## config.mk

```make
export PLATFORM = sky130hd
export DESIGN_NAME = fir_fold_ctrl
export DESIGN_NICKNAME = d
export VERILOG_FILES = /design/src/rtl/fir_fold_ctrl.sv
export SDC_FILE = /design/constraint.sdc
export NUM_CORES = 1
export LEC_CHECK = 0
export BUFFER_PORTS_ARGS = -buffer_cell sky130_fd_sc_hd__buf_2
export CORE_MARGIN = 8
export CORE_UTILIZATION = 40
export CTS_CLUSTER_DIAMETER = 150
export DETAILED_ROUTE_END_ITERATION = 16
export PLACE_DENSITY_LB_ADDON = 0.15
export SLEW_MARGIN = 10
export SYNTH_ARGS = -nofsm -noshare
export SYNTH_HDL_FRONTEND = slang
export SYNTH_SLANG_ARGS = --single-unit
```

## constraint.sdc

```tcl
create_clock -name clk -period 13.07 [get_ports clk]
set_clock_uncertainty 0.05 [all_clocks]
set_input_delay 1.9605 -clock clk [delete_from_list [all_inputs] [get_ports clk]]
set_output_delay 1.9605 -clock clk [all_outputs]
set_load 0.01 [all_outputs]
```

## src/rtl/fir_fold_ctrl.sv

```systemverilog
// fir_fold_ctrl: folded 10-tap FIR sharing one multiplier and accumulator across all taps
module fir_fold_ctrl #(
  parameter int NTAPS = 10,
  parameter int XW = 4,
  parameter int CW = 4,
  parameter int YW = 12
) (
  input  logic          clk,
  input  logic          reset,
  input  logic          in_valid,
  output logic          in_ready,
  input  logic [XW-1:0] in_x,
  input  logic          cfg_we,
  input  logic [3:0]    cfg_addr,
  input  logic [CW-1:0] cfg_data,
  output logic          cfg_err,
  output logic          out_valid,
  input  logic          out_ready,
  output logic [YW-1:0] out_y,
  output logic          busy
);
  typedef enum logic [1:0] {IDLE, MAC, DONE} state_t;
  state_t state;
  logic [3:0] k;
  logic [YW-1:0] acc;
  logic [XW-1:0] d [NTAPS];
  logic [CW-1:0] c [NTAPS];
  logic [XW+CW-1:0] prod;
  logic [YW-1:0] sum;
  assign prod = (XW+CW)'(c[k]) * (XW+CW)'(d[k]);
  assign sum = acc + YW'(prod);
  assign in_ready = state == IDLE;
  assign busy = state != IDLE;
  assign out_valid = state == DONE;
  always_ff @(posedge clk) begin
    if (reset) begin
      state <= IDLE;
      k <= '0;
      acc <= '0;
      out_y <= '0;
      cfg_err <= 1'b0;
      for (int i = 0; i < NTAPS; i++) begin
        d[i] <= '0;
        c[i] <= '0;
      end
    end else begin
      cfg_err <= cfg_we && (state != IDLE || cfg_addr >= 4'(NTAPS));
      if (cfg_we && state == IDLE && cfg_addr < 4'(NTAPS))
        c[cfg_addr] <= cfg_data;
      case (state)
        IDLE: if (in_valid) begin
          d[0] <= in_x;
          for (int i = 1; i < NTAPS; i++)
            d[i] <= d[i-1];
          acc <= '0;
          k <= '0;
          state <= MAC;
        end
        MAC: begin
          acc <= sum;
          k <= k + 4'd1;
          if (k == 4'(NTAPS-1)) begin
            out_y <= sum;
            state <= DONE;
          end
        end
        DONE: if (out_ready) state <= IDLE;
        default: state <= IDLE;
      endcase
    end
  end
endmodule

```

== Word level (Yosys, flattened, before mapping) ==
Memories as Yosys holds them, arrays and structs flattened. A register that Yosys moved wholly into a read port is not among the register bits.
Cells that the tools add are included.
Storage, ports and cells
  bits of input ports: 17
  memories: 2
  memory bits (writable): 80
  bits in registers: 31
Operators by class
  reductions and logical operators: 11
  $add $sub $neg: 2
  bitwise logic cells: 10
  muxes and demuxes: 34
  equality and inequality tests: 6
  multipliers: 1
  $lt $le $gt $ge: 2
Memories
  c: words 10, bits a word 4, rd ports 1, clocked after memory_dff 1, wr ports 10, line 27  | logic [CW-1:0] c [NTAPS];
  d: words 10, bits a word 4, rd ports 10, clocked after memory_dff 1, wr ports 10, line 26  | logic [XW-1:0] d [NTAPS];
Operator list (count)
  $mux W4: 17
  $pmux W12 S2: 1
  $add A12 B8 Y12: 1
  $mux W12: 1
  $mux W1: 10
  $or A1 B1 Y1: 10
  $mul A4 B4 Y8: 1
  $pmux W4 S2: 1
  $mux W2: 3
  $pmux W2 S3: 1
  $add A4 B1 Y4 const B: 1
  $eq A4 B4 Y1 const B: 1
  $ge A4 B4 Y1 const B: 1
  $lt A4 B4 Y1 const B: 1
  $ne A2 B2 Y1 const B: 2
  $reduce_and A2 Y1: 2
  $reduce_bool A2 Y1: 2
  $reduce_or A4 Y1: 1
  $logic_and A1 B1 Y1: 3
  $reduce_and A3 Y1: 1
  $eq A2 B1 Y1 const B: 1
  $eq A2 B2 Y1 const B: 1
  $logic_not A2 Y1: 1
  $ne A2 B1 Y1 const B: 1
  $logic_or A1 B1 Y1: 1

== Logic depth before layout (Yosys ltp) ==
Gate-level depths: netlist (run 1).
  word-level depth: 8
  gate-level depth with buffers: 17
  depth with buffers taken out: 15

== Least setup slack after synthesis (run 1) ==
Ideal clock, no wire load.
  path kind: reg2reg
  from: register with a tool-made name
  to: register acc[9]
  required time: 12.914 ns
  setup time: 0.106 ns
  slack: 8.398 ns
  buffers on the path: 1
  period minus slack after synthesis: 4.672 ns
  arrival time: 4.516 ns
  cell stages (with the launch flop): 14
  cell sequence: dfxtp_1 -> clkbuf_1 -> mux4_2 -> mux2_2 -> or2_1 -> fa_1 -> fa_1 -> fa_1 -> inv_1 -> ha_1 -> a211oi_1 -> o211ai_1 -> and2_1 -> o311ai_0
RTL lines
  end signal, assigned: line 60  | acc <= sum;
  end, declared: line 25  | logic [YW-1:0] acc;

==> impl_metrics.csv, run 1 <==
group,metric,value,unit
critical_path,arrival,5910,ps
critical_path,crit_path_end,"acc[9]",
critical_path,cp.buffers_inverters,2,
clock_tree,htreeDepth,4,
hold_path,hp-class,"reg2reg",
clock_tree,numCtsBuffers,17,
critical_path,crit_top_cell,"fa_1",
clock_tree,clock_tree.buffer_depth,2,
route,drt_iter0_markers,391,
synthesis,synth-seq-area-share,0.5605,
clock_tree,cts_tree,"yes",
critical_path,slowest_stage,"mux4_1",
synthesis,yosysTopAreaCellShare,0.4578,
clock_tree,clock_sinks,139,
placed_design,gp_congestion,0.8020,
finish,n_antenna_cell,0,
global_routing,antenna_found_initial,0,
critical_path,r2r_cells,14,
critical_path,crit_required,13330,ps
synthesis,synth_cells,537,
route,drtAntennaViolNets,0,
critical_path,start_kind,"register",
route,vias,4217,
synthesis,synth_top_area_cell,"edfxtp_1",
floorplan,ios,33,
finish,fin_nets,635,
floorplan,dieArea,21490,um^2
global_routing,grt_max_degree,50,
critical_path,cpLargestDelayFamily,"adder cells",
global_routing,grt_util_all_layers,0.1343,
clock_tree,path_clk_slew,60,ps
power,powerDensity,138.2,nW/um^2
finish,drive_gt1_frac,0.1445,
floorplan,start_util,0.4099,
timing,min_period,5647,ps
timing,hold_viol,0,
route,post_drt_wl_per_cell,16.61,um
critical_path,r2r_end,"acc[9]",
finish,areaGrowthSynthToFinish,14.71,%
route,avgViaCountPerCell,5.130,
global_routing,grt_overflow,0,
global_routing,grt_pass1_vias,4346,
finish,fin_util,0.4702,
critical_path,crit_type,"reg2reg",
floorplan,placementRows,47,
timing,setup_viol,0,
critical_path,worstPathMaxFanout,36,
route,drc,0,
timing,max_freq,0.1771,GHz
placed_design,io_buffers,32,
clock_tree,cts_hold_buf,0,
floorplan,die_h,146.6,um
synthesis,synth_ff_type,"edfxtp_1",
timing,slew_violations,0,
synthesis,synth_area,6822,um^2
clock_tree,clock_tree.root_cell,"clkbuf_16",
critical_path,cp.depth,14,
placed_design,hpwl,9171,um
synthesis,yosys-top-cells-area,"edfxtp_1 (46%), dfxtp_1 (10%), mux4_1 (5.4%), nor2_1 (4.2%), and2_1 (3.9%)",
timing,finalSetupTns,0,ps
synthesis,synth-edff-count,104,
clock_tree,clk_latency,420,ps
synthesis,ys_types,50,
critical_path,crit_chain,"buf_4 -> mux4_1 -> a22o_1 -> a221oi_2 -> or2_1 -> fa_1 -> fa_1 -> fa_1 -> inv_1 -> ha_1 -> a211oi_1 -> o211ai_1 -> and2_1 -> o311ai_0",
route,routed_wl,13650,um
timing,rsz0062_at_grt,"false",
flow_run,cap_violations,0,
finish,fill_cells,1496,
finish,layout_common_cells,"edfxtp_1 (104), nor2_1 (75), and2_1 (43), dfxtp_1 (34), buf_2 (32)",
synthesis,yosysWarnings,0,
run_status,run_status,"finished, final reports clean",
critical_path,cp-end-kind,"register",
timing,finalCritPeriodShare,0.4321,
floorplan,die_w,146.6,um
power,power_leakage,3.029,nW
finish,mostFrequentLayoutCell,"edfxtp_1",
timing,worst_pin_slew,1054,ps
route,dr.pass1.iters,4,
global_routing,grt_pass1_wl,22610,um
timing,slew-limit-headroom,0.2975,
power,max-vdd-ir-drop,98.31,uV
critical_path,r2r_slack,7420,ps
synthesis,synthArstFlopShare,0,
critical_path,slowest_delay,660,ps
clock_tree,cts_setup_buffers,0,
synthesis,avgSynthCellArea,12.70,um^2
floorplan,coreArea,16640,um^2
synthesis,ys_ff_latch,139,
clock_tree,ctsResizeCount,0,
==> routing by layer <==
metal / part of all wire / track usage / up-vias / wire (um)
li1: - / - / 2053 / -
met1: 0.49 / 0.1793 / 2056 / 6641
met2: 0.46 / 0.2048 / 87 / 6300
met3: 0.034 / 0.03183 / 21 / 459
met4: 0.018 / 0.05667 / 0 / 252
met5: 0 / 0 / - / 0
==> Yosys cell counts (all sizes together) (4+ instances only) <==
cell and number:
nand2 22, mux4 20, or2 8, a21oi 13, nor2 76, o211ai 6, buf 6, ha 20
a221oi 4, nand3 10, a211oi 5, inv 27, and2 43, o311ai 6, nand2b 18, edfxtp 104
dfxtp 35, nand3b 11, nand4 7, o31ai 4, a22oi 4, fa 9, a22o 4, clkbuf 18
mux2i 20, nor2b 4, mux2 4
==> cell families (layout without fill, tap and decap cells) <==
logic type      count (synthesis)  after routing  synth area share
compound gates                 62             62           0.06915
other cells                     1             24         0.0005497
buf+inv                        51             93           0.03558
xor+xnor                        5              5          0.006421
flops                         139            139            0.5605
mux                            44             44            0.1097
simple gates                  206            206            0.1550
fa+ha+maj                      29             29           0.06310
==> metrics by stage <==
step / worst slack, ps / instance area [um^2] / hold WS [ps] / power [mW] / cells
2_1_floorplan: 8398 / 6908 / 403.8 / 0.5796 / 560
3_3_place_gp: 7616 / 7223 / 389.2 / 0.6009 / 790
3_5_place_dp: 7518 / 7223 / 393.7 / 0.6025 / 790
4_1_cts: 7445 / 7820 / 401.3 / 1.093 / 822
5_1_grt: 7184 / 7825 / 436.8 / 1.123 / 822
6_report: 7423 / 7825 / 399.2 / 1.082 / 822
==> power breakdown <==
group / total, mW / switching (mW) / internal, mW
Combinational: 0.0896 / 0.0534 / 0.0363
Clock: 0.488 / 0.188 / 0.300
Sequential: 0.504 / 0.00859 / 0.495
==> worst min-delay path by stage <==
stage / slack, ps / to / depth (start not counted) / startpoint
4_1_cts: 400 / out_y[1] / 2 / out_y[1]
6_report: 400 / out_y[1] / 2 / out_y[1]
2_1_floorplan: 400 / acc[4] / 2 / acc[4]
5_1_grt: 440 / out_y[4] / 2 / out_y[4]
3_3_place_gp: 390 / out_y[1] / 2 / out_y[1]
3_5_place_dp: 390 / out_y[1] / 2 / out_y[1]
==> worst register-to-register path, cell delays in order (launching register included) <==
cell and delay (ps):
dfxtp_2 310, buf_4 500, mux4_1 670, a22o_1 260
a221oi_2 300, or2_1 180, fa_1 440, fa_1 540
fa_1 510, inv_1 50, ha_1 360, a211oi_1 460
o211ai_1 320, and2_1 270, o311ai_0 320
==> registers in the layout, summed over array words and instances, names as in the netlist, named ones only <==
| signal | cells |
|---|---|
| state | 2 |
| acc | 12 |
| c | 64 |
| out_y | 12 |
| k | 4 |
| d | 40 |
| cfg_err | 1 |
==> layout make-up <==
class	instances	area, um^2	area share
flip-flops and latches	139	3825	0.4888
multi-input cells	370	2851	0.3644
clock buffers	18	429.2	0.05484
well taps	220	275.3	0.03518
repair buffers	34	175.2	0.02239
clock inverters	14	167.7	0.02143
inverters	27	101.3	0.01295
Power figures use the tool's default switching activity.
==> inputs of run 2 (changes only) <==
Clock period 13.07 ns to 5.3 ns, I/O delays scaled along.
==> impl_metrics.csv, run 2 (same netlist as run 1, synthesis figures left out) <==
group,metric,value,unit
power,max-vdd-ir-drop,227.6,uV
finish,n_antenna_cell,0,
critical_path,r2r_slack,240,ps
critical_path,crit_type,"reg2reg",
global_routing,groute.layer.met2.usage,0.2030,
route,drtAntennaViolNets,0,
hold_path,whs_path_depth,2,
floorplan,dieArea,21490,um^2
hold_path,min_to,"out_y[4]",
timing,hold_viol,0,
power,swShare,0.2409,
timing,holdWs,396.9,ps
power,powerDensity,328.5,nW/um^2
finish,fin_util,0.4718,
clock_tree,numCtsBuffers,17,
timing,setup_viol,0,
power,p_int,1.958,mW
global_routing,grt_util_all_layers,0.1315,
finish,largest_reg_flops,64,
route,drt_iter0_markers,328,
timing,rsz0062_at_grt,"false",
critical_path,cp-end-kind,"register",
timing,max_freq,0.1978,GHz
finish,final_cells,829,
placed_design,hpwl,9365,um
clock_tree,clk_latency,420,ps
clock_tree,clock_tree.buffer_depth,2,
power,p_comb_frac,0.088,
timing,worst_pin_slew,1074,ps
power,power_leakage,3.052,nW
run_status,run_status,"finished, final reports clean",
critical_path,crit_required,5570,ps
floorplan,ios,33,
timing,finalCritPeriodShare,0.9541,
floorplan,coreArea,16640,um^2
finish,areaGrowthSynthToFinish,15.11,%
floorplan,die_w,146.6,um
finish,design_area,7853,um^2
clock_tree,cts_hold_buf,0,
placed_design,gp_congestion,0.8089,
timing,min_period,5057,ps
route,avgViaCountPerCell,5.028,
route,drc,0,
global_routing,grt_pass1_wl,22220,um
global_routing,use_met3,0.04079,
global_routing,grt_max_degree,50,
clock_tree,cts_tree,"yes",
floorplan,start_util,0.4099,
power,seq_power_share,0.482,
finish,mostFrequentLayoutCell,"edfxtp_1",
finish,layout_common_cells,"edfxtp_1 (104), nor2_1 (75), and2_1 (43), dfxtp_1 (34), buf_2 (32)",
power,pwr-share-clk,0.431,
critical_path,r2r_end,"acc[10]",
global_routing,grt_pass1_vias,4333,
floorplan,placementRows,47,
finish,fin_nets,642,
finish,reg_top3,"c: 64 flops, d: 40 flops",
clock_tree,clock_tree.root_cell,"clkbuf_16",
placed_design,dp.cells,797,
critical_path,start_kind,"register",
placed_design,io_buffers,32,
route,routed_wl,13490,um
power,p_sw,0.6215,mW
global_routing,antenna_found_initial,0,
hold_path,hp-class,"reg2reg",
route,vias,4168,
clock_tree,clock_sinks,139,
global_routing,grt_overflow,0,
hold_path,hold_start,"out_y[4]",
route,post_drt_wl_per_cell,16.27,um
floorplan,die_h,146.6,um
placed_design,place_area,7288,um^2
critical_path,worstPathMaxFanout,24,
finish,drive_gt1_frac,0.1560,
critical_path,r2r_cells,14,
timing,slew_violations,0,
route,dr.pass1.iters,4,
flow_run,cap_violations,0,
critical_path,arrival,5320,ps
finish,top_register,"c",
global_routing,busiest_layer,"met2",
clock_tree,path_clk_slew,60,ps
global_routing,grt_use_met1,0.1709,
timing,finalSetupTns,0,ps
clock_tree,htreeDepth,4,
timing,slew-limit-headroom,0.2826,
## run 2: critical path, stage by stage (launching register included)
cell and delay [ps]:
dfxtp_2 380, buf_12 220, mux4_1 580, a22o_1 270
a221oi_2 230, or2_1 180, fa_1 430, fa_1 540
fa_1 520, inv_1 40, ha_1 360, o211ai_1 370
nor3_1 140, or2_2 330, o311ai_0 310
## run 2: worst max-delay path by stage
stage | endpoint | slack (ps)
floorplan | acc[9] | 630
global route | out_y[9] | 7
CTS | out_y[9] | 80
finish | acc[10] | 240
detailed placement | out_y[9] | 140
global placement | out_y[9] | 190
## run 2: cell type report
class,count,area [um^2]
Clock buffer,17,425.4
Fill cell,1534,8790
Multi-Input combinational cell,370,2861
Timing Repair Buffer,41,240.2
Inverter,27,101.3
Clock inverter,15,123.9
Tap cell,220,275.3
Sequential cell,139,3825
## run 2: per-stage QoR
step,power [mW],worst slack (ps)
floorplan,1.429,627.9
global placement,1.489,190.3
detailed placement,1.492,136.3
CTS,2.603,83.01
global route,2.673,7.003
finish,2.580,243.4
## run 2: repair_timing
item	4_1_cts	5_1_grt
gates resized for setup	0	2
setup endpoints to repair	0	7
buffers inserted	0	0
## run 2: per-layer routing
layer  wire [um]  vias to the layer above  part of all wire
li1            -                     2063                 -
met1        6599                     2026              0.49
met2        6248                       66              0.46
met3         480                       13             0.036
met4         162                        0             0.012
met5           0                        -                 0
## run 2: power groups by stage
stage               Combinational, mW  Clock, mW  Sequential [mW]
finish                          0.226       1.11             1.24
global placement                0.223          0             1.27
detailed placement              0.226          0             1.27
global route                    0.251       1.17             1.25
floorplan                       0.174          0             1.26
CTS                             0.227       1.13             1.24
